$ cat config.mk
export PLATFORM = sky130hd
export DESIGN_NAME = uart_frame_rx
export DESIGN_NICKNAME = d
export VERILOG_FILES = /design/src/rtl/uart_frame_rx_pkg.sv /design/src/rtl/uart_byte_timer.sv /design/src/rtl/uart_frame_rx.sv
export SDC_FILE = /design/constraint.sdc
export NUM_CORES = 1
export LEC_CHECK = 0
export BUFFER_PORTS_ARGS = -buffer_cell sky130_fd_sc_hd__buf_4
export CAP_MARGIN = 10
export CORE_ASPECT_RATIO = 0.8
export CORE_MARGIN = 2
export CORE_UTILIZATION = 50
export CTS_CLUSTER_SIZE = 10
export DETAILED_ROUTE_END_ITERATION = 7
export GPL_ROUTABILITY_DRIVEN = 0
export PLACE_DENSITY = 0.72
export SLEW_MARGIN = 20
export SYNTH_ARGS = -nofsm -noshare
export SYNTH_HDL_FRONTEND = slang
export SYNTH_SLANG_ARGS = --single-unit
$ cat constraint.sdc
create_clock -name clk -period 3.8 [get_ports clk]
set_input_delay 0.38 -clock clk [delete_from_list [all_inputs] [get_ports clk]]
set_output_delay 0.38 -clock clk [all_outputs]
set_load 0.01 [all_outputs]
$ cat src/rtl/uart_frame_rx_pkg.sv
// Shared definitions for the UART command frame path (receive side now, response path later).
// Holds the SOF default, the frame state encoding, frame lengths and the checksum rule.
package uart_frame_rx_pkg;

    localparam logic [7:0] SOF_DEFAULT    = 8'h55;
    localparam int         FRAME_LEN_BASE = 5;
    localparam int         FRAME_LEN_CSUM = 6;

    typedef enum logic [2:0] {
        ST_IDLE   = 3'd0,
        ST_OP     = 3'd1,
        ST_ADDR_H = 3'd2,
        ST_ADDR_L = 3'd3,
        ST_DATA   = 3'd4,
        ST_CSUM   = 3'd5,
        ST_HOLD   = 3'd6
    } state_t;

    function automatic logic [7:0] frame_csum(input logic [7:0] op,
                                              input logic [7:0] addr_h,
                                              input logic [7:0] addr_l,
                                              input logic [7:0] data);
        return op ^ addr_h ^ addr_l ^ data;
    endfunction

endpackage

$ cat src/rtl/uart_byte_timer.sv
// Inter-byte watchdog: counts while enabled, clears on request, saturates at TIMEOUT_CYC-1.
// expire is high while enabled and the count sits at its last value.
module uart_byte_timer #(
    parameter int TIMEOUT_CYC = 20000
) (
    input  logic clk,
    input  logic rst,
    input  logic clear,
    input  logic enable,
    output logic expire
);

    localparam int         W    = $clog2(TIMEOUT_CYC);
    localparam logic [W-1:0] LAST = W'(TIMEOUT_CYC - 1);

    logic [W-1:0] count;

    always_ff @(posedge clk) begin
        if (rst || clear) begin
            count <= '0;
        end else if (enable && count != LAST) begin
            count <= count + 1'b1;
        end
    end

    assign expire = enable && (count == LAST);

endmodule

$ cat src/rtl/uart_frame_rx.sv
// Frames the uart_rx byte stream into [SOF, OP, ADDR_H, ADDR_L, DATA] commands.
// Define UART_FRAME_CSUM_EN to require a trailing XOR checksum byte after DATA.
module uart_frame_rx
    import uart_frame_rx_pkg::*;
#(
    parameter int         TIMEOUT_CYC = 20000,
    parameter logic [7:0] SOF_BYTE    = SOF_DEFAULT
) (
    input  logic        clk,
    input  logic        rst,
    input  logic [7:0]  rx_data,
    input  logic        po_flag,
    output logic        cmd_valid,
    input  logic        cmd_ready,
    output logic [7:0]  cmd_op,
    output logic [15:0] cmd_addr,
    output logic [7:0]  cmd_data,
    output logic        to_err,
    output logic        ovf_err,
    output logic        csum_err,
    output logic [2:0]  dbg_state
);

    // Handshake: cmd_valid rises the cycle after the completing byte and stays high with
    // cmd_op/addr/data frozen until a clock edge sees cmd_valid && cmd_ready.
    state_t state, state_next;

    logic [7:0] op_q, addr_h_q, addr_l_q;
    logic       frame_done, to_set, ovf_set;
    logic       in_frame, timer_expire;
`ifdef UART_FRAME_CSUM_EN
    logic [7:0] data_q;
    logic       csum_set;
    logic       csum_q;
`endif

    assign in_frame = (state == ST_OP) || (state == ST_ADDR_H) || (state == ST_ADDR_L)
                   || (state == ST_DATA) || (state == ST_CSUM);

    uart_byte_timer #(.TIMEOUT_CYC(TIMEOUT_CYC)) u_timer (
        .clk    (clk),
        .rst    (rst),
        .clear  (po_flag || !in_frame),
        .enable (in_frame),
        .expire (timer_expire)
    );

    always_comb begin
        state_next = state;
        frame_done = 1'b0;
        to_set     = 1'b0;
        ovf_set    = 1'b0;
`ifdef UART_FRAME_CSUM_EN
        csum_set   = 1'b0;
`endif
        case (state)
            ST_IDLE: begin
                if (po_flag && rx_data == SOF_BYTE) state_next = ST_OP;
            end
            ST_OP: begin
                if (po_flag) state_next = ST_ADDR_H;
            end
            ST_ADDR_H: begin
                if (po_flag) state_next = ST_ADDR_L;
            end
            ST_ADDR_L: begin
                if (po_flag) state_next = ST_DATA;
            end
            ST_DATA: begin
                if (po_flag) begin
`ifdef UART_FRAME_CSUM_EN
                    state_next = ST_CSUM;
`else
                    state_next = ST_HOLD;
                    frame_done = 1'b1;
`endif
                end
            end
`ifdef UART_FRAME_CSUM_EN
            ST_CSUM: begin
                if (po_flag) begin
                    if (rx_data == frame_csum(op_q, addr_h_q, addr_l_q, data_q)) begin
                        state_next = ST_HOLD;
                        frame_done = 1'b1;
                    end else begin
                        state_next = ST_IDLE;
                        csum_set   = 1'b1;
                    end
                end
            end
`endif
            ST_HOLD: begin
                // Retiring frees the slot this cycle, so a concurrent byte is hunted as in IDLE.
                if (cmd_ready) begin
                    state_next = (po_flag && rx_data == SOF_BYTE) ? ST_OP : ST_IDLE;
                end else if (po_flag) begin
                    ovf_set = 1'b1;
                end
            end
            default: state_next = ST_IDLE;
        endcase

        if (in_frame && !po_flag && timer_expire) begin
            state_next = ST_IDLE;
            to_set     = 1'b1;
        end
    end

    always_ff @(posedge clk) begin
        if (rst) begin
            state    <= ST_IDLE;
            op_q     <= '0;
            addr_h_q <= '0;
            addr_l_q <= '0;
            cmd_op   <= '0;
            cmd_addr <= '0;
            cmd_data <= '0;
            to_err   <= 1'b0;
            ovf_err  <= 1'b0;
`ifdef UART_FRAME_CSUM_EN
            data_q   <= '0;
            csum_q   <= 1'b0;
`endif
        end else begin
            state   <= state_next;
            to_err  <= to_set;
            ovf_err <= ovf_set;
`ifdef UART_FRAME_CSUM_EN
            csum_q  <= csum_set;
`endif
            if (po_flag) begin
                case (state)
                    ST_OP:     op_q     <= rx_data;
                    ST_ADDR_H: addr_h_q <= rx_data;
                    ST_ADDR_L: addr_l_q <= rx_data;
`ifdef UART_FRAME_CSUM_EN
                    ST_DATA:   data_q   <= rx_data;
`endif
                    default: ;
                endcase
            end
            // Outputs only change when a whole frame has been accepted.
            if (frame_done) begin
                cmd_op   <= op_q;
                cmd_addr <= {addr_h_q, addr_l_q};
`ifdef UART_FRAME_CSUM_EN
                cmd_data <= data_q;
`else
                cmd_data <= rx_data;
`endif
            end
        end
    end

    assign cmd_valid = (state == ST_HOLD);
    assign dbg_state = state;
`ifdef UART_FRAME_CSUM_EN
    assign csum_err  = csum_q;
`else
    assign csum_err  = 1'b0;
`endif

endmodule

==> results of run 1 <==
[sequential cells by signal, summed over array words and instances (netlist names)]
signal / flops
addr_h_q: 8
addr_l_q: 8
cmd_addr: 16
cmd_data: 8
cmd_op: 8
dbg_state: 3
op_q: 8
ovf_err: 1
to_err: 1
u_timer.count: 15
[layout by cell type (no fill, tap or decap), types with 8 or more instances in the layout]
master    synthesis  routed
nand2_1         104     104
dfxtp_1          76      76
a21oi_1          62      62
buf_4             2      50
nor2_1           15      15
mux2i_1          10      10
or3_1             9       9
clkbuf_8          0       9
nand3_1           8       8
[stage by stage]
stage	util [%]	power, uW	std cells
floorplan	-	828.5	368
global placement	57.48	846.7	475
detailed placement	57.48	846.4	475
CTS	61.56	1580	491
global route	61.58	1609	491
finish	61.58	1569	491
[layout make-up]
cell class	count	area (um^2)
Clock inverter	6	111.4
Timing Repair Buffer	50	375.4
Clock buffer	10	127.6
Sequential cell	76	1521
Tap cell	81	101.3
Inverter	4	15.01
Multi-Input combinational cell	264	1350
Fill cell	550	2247
[how the worst min path moves through the flow]
| stage | from | to | slack (ns) | depth (start not counted) |
|---|---|---|---|---|
| after floorplan | addr_h_q[2] | cmd_addr[10] | 0.43 | 2 |
| after global placement | op_q[7] | cmd_op[7] | 0.44 | 2 |
| after detailed placement | op_q[7] | cmd_op[7] | 0.44 | 2 |
| after CTS | cmd_ready | ovf_err | 0.18 | 2 |
| after global routing | cmd_ready | ovf_err | 0.19 | 2 |
| final | cmd_ready | ovf_err | 0.20 | 2 |
[cells by family after synthesis]
logic type               count (synthesis)  share of synthesized area (%)
buffers and inverters                   28                          3.896
multiplexers                            10                          3.352
flip-flops                              76                          50.94
other                                    1                         0.1256
adder cells (fa/ha/maj)                  1                         0.4189
AO/OA/AOI/OAI                           79                          14.08
XOR/XNOR                                 3                         0.8799
AND/OR/NAND/NOR                        170                          26.31
[routing by layer]
metal  track usage (%)  wire, um
met5                 0         0
met2             32.83      2921
met1             30.32      3393
met4             6.496        81
met3             7.231       388
[report_power, final]
group          internal, uW  switching, uW  total [uW]
Sequential              796          0.156         796
Clock                   438            303         741
Combinational          9.91           22.1        32.1
Total                  1240            326        1570
[worst max-delay path: stages, from the launching register on]
cell	delay (ns)
dfxtp_1	0.36
or4b_2	0.67
nor4_2	0.82
o21ai_0	0.23
a21oi_1	0.18
==> flow_metrics.tcl, run 1 <==
set metrics [dict create \
    post_cts_buffers 0 \
    synth_cells 368 \
    synth-main-ff-cell "dfxtp_1" \
    ys_ff_latch 76 \
    yosys-top-cells-count "104 x nand2_1, 76 x dfxtp_1, 62 x a21oi_1" \
    cts-root-buf "clkbuf_8" \
    area_growth_pct 20.61 \
    endpoint "u_timer.count[5]" \
    syn_nets 381 \
    yosysTopAreaCellShare_pct 50.94 \
    drv_cap 0 \
    r2r_slack_ns 1.46 \
    syn_area_mm2 0.002987 \
    fin_nets 418 \
    viasPerCell 5.297 \
    vias 2601 \
    final_layout_size_suffix_gt1_share_pct 17.80 \
    cp_max_fo 13 \
    grt_pass1_wl_um 11300 \
    worstReg2RegStart "u_timer.count[7]" \
    worstMarginPinSlew_ns 0.9782 \
    required_ns 4.07 \
    p_leak_uw 0.001250 \
    clk_pin_slew_ns 0.08 \
    cts.htree.levels 3 \
    insertion_delay_ns 0.36 \
    syn_area_per_cell_um2 8.116 \
    vdd_ir_drop_max_mv 0.2088 \
    fp.dieW_um 90.41 \
    period_share_pct 61.62 \
    stdcell_area_mm2 0.003602 \
    drc_errors 0 \
    antenna_left 0 \
    finalWorstSetupSlack_ns 1.458 \
    cts_buffers 9 \
    clock_path_buffers 2 \
    die-area_mm2 0.006611 \
    final_max_slew_viol_count 0 \
    power_density_mw_per_mm2 435.5 \
    antenna_found_initial 0 \
    fmax_mhz 427.0 \
    synth_edf_count 0 \
    grt_pass1_vias 2403 \
    preCtsSetupSlack_ns 1.567 \
    ctsHoldBuffers 0 \
    synth_cell_type_count 38 \
    wl_um 6785 \
    worst_r2r_path_depth 4 \
    skew_ns 0.007495 \
    first_iter_violations 215 \
    row_count 25 \
    hold_viol_final 0 \
    status "finished clean" \
    grt_max_degree 61 \
    grt_overflow 0 \
    dp_hpwl_um 4324 \
    yosysWarnings 0 \
    ios 51 \
    cts.sinks 76 \
    r2r_end "u_timer.count[5]" \
    rsz0062_at_grt "no" \
    cts_tree "done" \
    place.port_buffers 49 \
    dr.pass1.iters 4 \
    diodes 0 \
    wl_per_cell_um 13.82 \
    place_area_mm2 0.003362 \
    dieHeight_um 73.13 \
    max_slew_margin_pct 34.24 \
    core_area_mm2 0.005849 \
    ys_top_cells_by_area "dfxtp_1 51%, nand2_1 13%, a21oi_1 10%" \
    setup_viol 0 \
    arrival_ns 2.61 \
    synth_seq_area_share_pct 50.94 \
    start_util_pct 51.06 \
    ctsResizeCount 0 \
    crit_type "register to register" \
    worstSetupStartpoint "u_timer.count[7]" \
    crit_path_start_kind "register" \
    min_period_ns 2.342 \
    whs_ns 0.2024 \
    fin_tns_setup_ns 0 \
    yosysTopAreaCell "dfxtp_1" \
    ys_async_sr_fraction_pct 0 \
    grt_use_total_pct 21.88 \
    post-synth-top-count-cell "nand2_1" \
    crit_path_end_kind "register" \
    hp-class "input port to register" \
]
(Power assumes the default switching activity.)
==> inputs of run 2 (changes only) <==
==> constraint.sdc (replaced) <==
create_clock -name clk -period 2.3 [get_ports clk]
set_input_delay 0.23 -clock clk [delete_from_list [all_inputs] [get_ports clk]]
set_output_delay 0.23 -clock clk [all_outputs]
set_load 0.01 [all_outputs]
==> run 2 against run 1 <==
Against the previous run: core utilization increased by 0.79 points; critical endpoint is now u_timer.count[14]; sequential power is 65% higher; wire length increased by 2.4%; fmax up 22%; largest power group unchanged; cell count is 1.8% higher; sequential share of layout area decreased by 0.54 points; total power grew 54%; non-clock buffer count is 9 higher; hold slack worse by 0.15 ns; register-to-register slack worse by 1.1 ns; sequential cell count unchanged.
==> flow_metrics.tcl, run 2 (synthesis results as in run 1) <==
set metrics [dict create \
    cp_max_fo 10 \
    diodes 0 \
    fin_nets 427 \
    wl_um 6949 \
    drv_cap 0 \
    final_max_slew_viol_count 0 \
    row_count 25 \
    preCtsSetupSlack_ns 0.3896 \
    final_common_cell "nand2_1" \
    clk_pin_slew_ns 0.08 \
    vias 2686 \
    cts-root-buf "clkbuf_8" \
    viasPerCell 5.372 \
    vdd_ir_drop_max_mv 0.3763 \
    setup_viol 0 \
    wl_per_cell_um 13.90 \
    cts.sinks 76 \
    worstHoldEndpoint "ovf_err" \
    ctsResizeCount 0 \
    crit_path_start_kind "register" \
    power_frac_seq_pct 54.3 \
    dieHeight_um 73.13 \
    core_area_mm2 0.005849 \
    power_density_mw_per_mm2 663.1 \
    skew_ns 0.003777 \
    top_regs "cmd_addr: 16 flops, u_timer.count: 15 flops" \
    p_leak_uw 0.001287 \
    netSwitchingFraction_pct 23.48 \
    pwr-share-comb_pct 2.3 \
    stdcell_area_mm2 0.003649 \
    hold_depth 2 \
    max_slew_margin_pct 60.23 \
    required_ns 2.58 \
    min_period_ns 1.921 \
    worstMarginPinSlew_ns 0.5965 \
    nFillCells 539 \
    period_share_pct 83.53 \
    post_cts_buffers 0 \
    start_util_pct 51.06 \
    worst_r2r_path_depth 4 \
    worstReg2RegStart "dbg_state[2]" \
    rsz0062_at_grt "no" \
    p_int_uw 1851 \
    insertion_delay_ns 0.35 \
    fin_tns_setup_ns 0 \
    ctsHoldBuffers 0 \
    first_iter_violations 141 \
    largest_reg_flops 16 \
    postLayoutCoreUtil_pct 62.37 \
    hp-class "input port to register" \
    fmax_mhz 520.5 \
    clock_path_buffers 2 \
    finalWorstSetupSlack_ns 0.3787 \
    fp.dieW_um 90.41 \
    r2r_end "u_timer.count[14]" \
    whs_ns 0.04907 \
    grt_max_degree 60 \
    grt_pass1_wl_um 11580 \
    area_growth_pct 22.16 \
    status "finished clean" \
    antenna_found_initial 0 \
    dr.pass1.iters 4 \
    crit_type "register to register" \
    place_area_mm2 0.003442 \
    p_clk_share_pct 43.4 \
    antenna_left 0 \
    drc_errors 0 \
    final_layout_size_suffix_gt1_share_pct 19.57 \
    hold_viol_final 0 \
    ios 51 \
    dp_hpwl_um 4614 \
    min-delay-start "cmd_ready" \
    cts_buffers 9 \
    arrival_ns 2.20 \
    cts_tree "done" \
    die-area_mm2 0.006611 \
    power.switching_uw 568.1 \
    grt_pass1_vias 2409 \
    final_cell_mix "104 x nand2_1, 76 x dfxtp_1, 62 x a21oi_1" \
    r2r_slack_ns 0.38 \
    regMostFlops "cmd_addr" \
    place.port_buffers 49 \
    crit_path_end_kind "register" \
    cts.htree.levels 3 \
    grt_overflow 0 \
    grt_use_total_pct 22.63 \
]
[run 2: power by group through the flow]
stage | sequential (uW) | combinational (uW) | clock, uW
global route | 1310 | 58.9 | 1140
floorplan | 1350 | 23.0 | 0
global placement | 1350 | 54.5 | 0
detailed placement | 1350 | 54.4 | 0
CTS | 1310 | 54.7 | 1080
finish | 1310 | 54.7 | 1050
[run 2: worst max-delay path by stage]
stage	start	end	slack, ns	cells past startpoint
2_1_floorplan	dbg_state[0]	u_timer.count[13]	0.38	6
3_3_place_gp	dbg_state[2]	u_timer.count[14]	0.45	4
3_5_place_dp	dbg_state[2]	u_timer.count[14]	0.39	4
4_1_cts	dbg_state[2]	u_timer.count[14]	0.38	4
5_1_grt	dbg_state[2]	u_timer.count[14]	0.25	4
6_report	dbg_state[2]	u_timer.count[14]	0.38	4
[run 2: routing by layer]
metal / track usage [%] / share of wire [%]
met1: 31.53 / 48
met2: 33.58 / 45
met5: 0 / 0
met4: 7.350 / 1.2
met3: 7.335 / 5.8
[run 2: worst max-delay path, stage by stage, from the launching register on]
cell,delay [ns]
dfxtp_1,0.33
and2_4,0.17
or4_1,0.68
or4_1,0.51
a21oi_1,0.16
[run 2: area by class of cell]
| type | instances | area [um^2] | share of cell area [%] |
|---|---|---|---|
| Clock buffer | 9 | 123.9 | 3.395 |
| Clock inverter | 7 | 82.58 | 2.263 |
| Inverter | 4 | 15.01 | 0.4115 |
| Multi-Input combinational cell | 264 | 1349 | 36.97 |
| Sequential cell | 76 | 1521 | 41.70 |
| Tap cell | 81 | 101.3 | 2.778 |
| Timing Repair Buffer | 59 | 455.4 | 12.48 |
[run 2: per-stage QoR]
stage | std cells | total power, uW
after floorplan | 368 | 1369
after global placement | 484 | 1400
after detailed placement | 484 | 1400
after CTS | 500 | 2445
after global routing | 500 | 2514
final | 500 | 2419
